File: src/rtl/bus_trace_buffer.sv
// Circular CPU-bus trace buffer: arm, trigger on address, capture POST_COUNT more, freeze, read out oldest-first.
// Optional macro BUS_TRACE_PC_EN adds PC capture and read-out on o_entry_PC.
module bus_trace_buffer #(
  parameter int unsigned DEPTH      = 16,
  parameter int unsigned POST_COUNT = 8
) (
  input  logic                     i_clk,
  input  logic                     i_reset,
  input  logic [31:0]              i_bus_address,
  input  logic [31:0]              i_bus_data,
  input  logic                     i_bus_DV,
  input  logic                     i_write_notread,
  input  logic [2:0]               i_bhw,
  input  logic [31:0]              i_PC,
  input  logic                     i_trig_en,
  input  logic [31:0]              i_trig_address,
  input  logic                     i_rd_en,
  output logic [31:0]              o_entry_address,
  output logic [31:0]              o_entry_data,
  output logic [31:0]              o_entry_PC,
  output logic [3:0]               o_entry_ctrl,
  output logic                     o_rd_DV,
  output logic [1:0]               o_state,
  output logic [$clog2(DEPTH):0]   o_count
);

  localparam int unsigned AW = $clog2(DEPTH);
  localparam int unsigned CW = AW + 1;

  typedef enum logic [1:0] {
    ARMED  = 2'd0,
    POST   = 2'd1,
    FROZEN = 2'd2
  } state_t;

  typedef struct packed {
    logic [31:0] address;
    logic [31:0] data;
    logic [3:0]  ctrl;
  } entry_t;

  state_t          state, state_nxt;
  logic [AW-1:0]   wr_ptr;
  logic [AW-1:0]   rd_idx;
  logic [CW-1:0]   count;
  logic [CW-1:0]   post_cnt;
  entry_t          mem [DEPTH];

  logic capture, trig_hit, rd_fire, last_read, post_done;

  assign capture   = i_bus_DV && (state != FROZEN);
  assign trig_hit  = i_bus_DV && i_trig_en && (i_bus_address == i_trig_address);
  assign rd_fire   = (state == FROZEN) && i_rd_en && (count != '0);
  assign last_read = rd_fire && (count == CW'(1));
  assign post_done = CW'(post_cnt + CW'(1)) == CW'(POST_COUNT);
  // Oldest entry sits count slots behind the write pointer; a full buffer aliases to wr_ptr.
  assign rd_idx    = AW'(wr_ptr - AW'(count));

  // State register
  always_ff @(posedge i_clk) begin
    if (i_reset) state <= ARMED;
    else         state <= state_nxt;
  end

  // Next-state logic
  always_comb begin
    state_nxt = state;
    case (state)
      ARMED:   if (trig_hit) state_nxt = (POST_COUNT == 0) ? FROZEN : POST;
      POST:    if (capture && post_done) state_nxt = FROZEN;
      FROZEN:  if (last_read) state_nxt = ARMED;
      default: state_nxt = ARMED;
    endcase
  end

  // Pointers, occupancy, post counter and read-out registers
  always_ff @(posedge i_clk) begin
    if (i_reset) begin
      wr_ptr          <= '0;
      count           <= '0;
      post_cnt        <= '0;
      o_rd_DV         <= 1'b0;
      o_entry_address <= '0;
      o_entry_data    <= '0;
      o_entry_ctrl    <= '0;
    end else begin
      o_rd_DV <= rd_fire;
      if (capture) begin
        wr_ptr <= AW'(wr_ptr + AW'(1));
        if (count != CW'(DEPTH)) count <= CW'(count + CW'(1));
        if (state == POST) post_cnt <= CW'(post_cnt + CW'(1));
      end
      if (rd_fire) begin
        o_entry_address <= mem[rd_idx].address;
        o_entry_data    <= mem[rd_idx].data;
        o_entry_ctrl    <= mem[rd_idx].ctrl;
        if (last_read) begin
          wr_ptr   <= '0;
          post_cnt <= '0;
          count    <= '0;
        end else begin
          count <= CW'(count - CW'(1));
        end
      end
    end
  end

  // Trace storage, not cleared by reset
  always_ff @(posedge i_clk) begin
    if (capture && !i_reset)
      mem[wr_ptr] <= '{address: i_bus_address, data: i_bus_data,
                       ctrl: {i_write_notread, i_bhw}};
  end

`ifdef BUS_TRACE_PC_EN
  logic [31:0] mem_pc [DEPTH];

  always_ff @(posedge i_clk) begin
    if (capture && !i_reset) mem_pc[wr_ptr] <= i_PC;
  end

  always_ff @(posedge i_clk) begin
    if (i_reset)      o_entry_PC <= '0;
    else if (rd_fire) o_entry_PC <= mem_pc[rd_idx];
  end
`else
  logic unused_pc;
  assign unused_pc  = ^i_PC;
  assign o_entry_PC = '0;
`endif

  assign o_state = state;
  assign o_count = count;

endmodule

File: config.mk
export PLATFORM = sky130hd
export DESIGN_NAME = bus_trace_buffer
export DESIGN_NICKNAME = d
export VERILOG_FILES = /design/src/rtl/bus_trace_buffer.sv
export SDC_FILE = /design/constraint.sdc
export NUM_CORES = 1
export LEC_CHECK = 0
export BUFFER_PORTS_ARGS = -buffer_cell sky130_fd_sc_hd__buf_4
export CAP_MARGIN = 20
export CORE_ASPECT_RATIO = 1.1
export CORE_MARGIN = 2
export CORE_UTILIZATION = 60
export CTS_CLUSTER_SIZE = 24
export DETAILED_ROUTE_END_ITERATION = 10
export GPL_TIMING_DRIVEN = 0
export PLACE_DENSITY = 0.78
export SYNTH_ARGS = -nofsm -noshare
export SYNTH_HDL_FRONTEND = slang
export SYNTH_SLANG_ARGS = --single-unit
File: constraint.sdc
create_clock -name i_clk -period 14.28 [get_ports i_clk]
set_input_delay 2.856 -clock i_clk [delete_from_list [all_inputs] [get_ports i_clk]]
set_output_delay 2.856 -clock i_clk [all_outputs]
set_load 0.02 [all_outputs]
==> results.cfg <==
[floorplan]
fp-row-count = 105
die_w_um = 266
ios = 245
start_util = 0.605
core_area_um2 = 74600
die_h_um = 292
dieArea_um2 = 77500

[timing]
finalCriticalPeriod_ns = 5.17
setup_violations = 0
worst_pin_slew_ns = 1.13
grt_setup_unrepaired = false
max_freq_mhz = 193
skew_ns = 0.0297
slew_headroom = 0.241
fin_crit_sh = 0.362
finalMaxSlewViolations = 0
finalSetupTns_ns = 0
hold_viol = 0

[logic_synthesis]
synth_top_area_share = 0.723
synth_area_per_cell_um2 = 22.0
seq_area_frac_synth = 0.761
synth.area.top_cells = edfxtp_1 (72%), mux4_2 (14%), dfxtp_1 (3.8%)
netlist_area_um2 = 45200
async_reset_ff_frac = 0
synthFlopType = edfxtp_1
yosysUniqueCellTypes = 54
synth-edff-count = 1088
synth_seq_cells = 1173
synth_top_cell_by_area = edfxtp_1
ys.warnings.count = 0
synth_cells = 2056

[power_and_ir_drop]
combPwrFrac = 0.189
p_seq_frac = 0.457
intPower_mw = 6.15
p_leak_nw = 17.4
swShare = 0.257
power_frac_clock = 0.354
vdd_drop_max_uv = 115
switchingPower_mw = 2.13
pwr_density_cell_nw_per_um2 = 158

[cts]
clock_sink_count = 1173
cts_tree = built
clk_path_buf_depth = 3
cts-resized-gates = 0
cts_hold_buf = 0
ctsHtreeMaxLevel = 3
insertion_delay_ns = 0.67
cts_setup_buffers = 0
clk_pin_slew_ns = 0.07
cts_made_buffers = 109
cts-root-buf = clkbuf_16

[grt]
grtUsageTotal = 0.286
first_global_vias = 23831
gr-total-overflow = 0
antenna_found_initial = 4
grt_max_degree = 46
grt_pass1_wl_mm = 159

[critical_path]
r2r_slack_ns = 10.37
rr_endpoint = o_entry_address[18]
critPathCapture = mem[13][18]
cp-end-kind = register
crit_type = input pin to register
path_cells = clkbuf_1 -> inv_1 -> nand4_1 -> nor2_4 -> buf_12 -> buf_12
r2r.worst_path.cells = 9
cpMostUsedCell = buf_12
cp-startpoint = i_reset
worstSetupStartpointType = input pin
crit_fanout = 17
crit_arrival_ns = 5.53
r2r_start = o_count[0]
cpPeakStageDelay_ns = 0.81
crit_required_ns = 14.63
crit_slowest_cell = nor2_4

[layout]
drive_above_1_share = 0.316
syn_to_final_growth_pct = 15.6
stdcell_count = 3464
final_cell_mix = edfxtp_1 (1088), mux4_2 (272), buf_4 (222)
final_common_cell = edfxtp_1
stdcell_area_um2 = 52200
nFillCells = 4253
nets = 2554

[placement]
hpwl_mm = 65.0
post_dp_cell_area_um2 = 48600
io_buffers = 178
dp.cells = 3256
gp_congestion = 0.784

[detailed_routing]
first_pass_iters = 5
vias = 23008
avgViaCountPerCell = 6.64
routed_wl_mm = 109
initialDrtViolationCount = 2992
wl_per_cell_um = 31.6
drc = 0
ant_nets = 0

[outcome]
outcome = finished clean

[hold_path]
hold_class = register to register

[job]
maxCapViolCount = 0
state kept, by name (all words and copies together), names as in the netlist:
| register | count |
|---|---|
| mem | 1088 |
| o_count | 5 |
| o_entry_address | 32 |
| o_entry_ctrl | 4 |
| o_entry_data | 32 |
| o_rd_DV | 1 |
| o_state | 2 |
| post_cnt | 5 |
| wr_ptr | 4 |
layer usage:
layer | vias up | share of wire | track usage | wire [µm]
met3 | 242 | 0.10 | 0.0618 | 11400
met4 | 6 | 0.039 | 0.117 | 4270
li1 | 9298 | - | - | -
met5 | - | 0.00032 | 0 | 35
met2 | 1448 | 0.50 | 0.466 | 54700
met1 | 12014 | 0.36 | 0.382 | 39000
worst max-delay path, delay by kind of cell:
family / cells / cell delay [ns]
buffers and inverters: 4 / 1.26
AND/OR/NAND/NOR: 2 / 1.38
cells in the mapped netlist (3+ instances only):
cell and instances:
o21ai_0 66, edfxtp_1 1088, dfxtp_1 85, o21ai_1 7, clkbuf_1 53, a21o_1 4
mux4_2 272, inv_1 14, nor4_1 8, nor2_1 20, buf_4 44, mux2i_1 136
nor4b_1 3, or3_1 3, ha_1 12, xor2_1 39, nand3_1 9, nand2_1 5
a221oi_2 29, nor2b_1 3, and2_1 9, and3_1 5, a21oi_1 9, buf_2 40
buf_6 6, nand3b_1 3, nand4_1 5, o211ai_1 3, a221oi_1 40, a31oi_1 4
xnor2_1 3
logic make-up after synthesis:
group	synth area share
AO/OA/AOI/OAI	0.0311
adder cells (fa/ha/maj)	0.00377
XOR/XNOR	0.00850
multiplexers	0.166
other	0.0000830
flip-flops	0.761
buffers and inverters	0.0191
AND/OR/NAND/NOR	0.0106
power by group through the flow:
stage / Sequential, mW / Clock [mW] / Combinational [mW]
after floorplan: 3.86 / 0 / 1.07
after global placement: 3.86 / 0 / 1.50
after detailed placement: 3.86 / 0 / 1.54
after CTS: 3.79 / 2.94 / 1.57
after global routing: 3.79 / 3.08 / 1.64
final: 3.79 / 2.93 / 1.56
through the flow:
stage / power, mW / hold WS (ns) / worst slack (ns) / utilization
after global placement: 5.36 / 0.478 / 3.67 / 0.641
after detailed placement: 5.40 / 0.503 / 8.48 / 0.651
after global routing: 8.50 / 0.562 / 9.01 / 0.700
final: 8.28 / 0.528 / 9.11 / 0.700
after floorplan: 4.93 / 0.469 / 7.39 / -
after CTS: 8.30 / 0.513 / 9.17 / 0.700
final cells by class:
type                       instances  area [µm²]  area share
buffer                           145         812      0.0156
tap                              963        1200      0.0231
clock inverter                    63         634      0.0121
timing repair buffer             206        2020      0.0388
inverter                          14        52.6     0.00101
clock buffer                     144        2990      0.0573
antenna                            1        2.50   0.0000479
sequential                      1173       34400       0.658
multi-input combinational        755       10100       0.194
how the worst min path moves through the flow:
stage | to | depth (start not counted) | start | slack [ns]
after floorplan | post_cnt[1] | 2 | post_cnt[1] | 0.47
after global placement | post_cnt[1] | 2 | post_cnt[1] | 0.48
after detailed placement | post_cnt[1] | 2 | post_cnt[1] | 0.50
after CTS | post_cnt[1] | 2 | post_cnt[1] | 0.51
after global routing | post_cnt[1] | 2 | post_cnt[1] | 0.56
final | post_cnt[1] | 2 | post_cnt[1] | 0.53
Power figures use the tool's default switching activity.
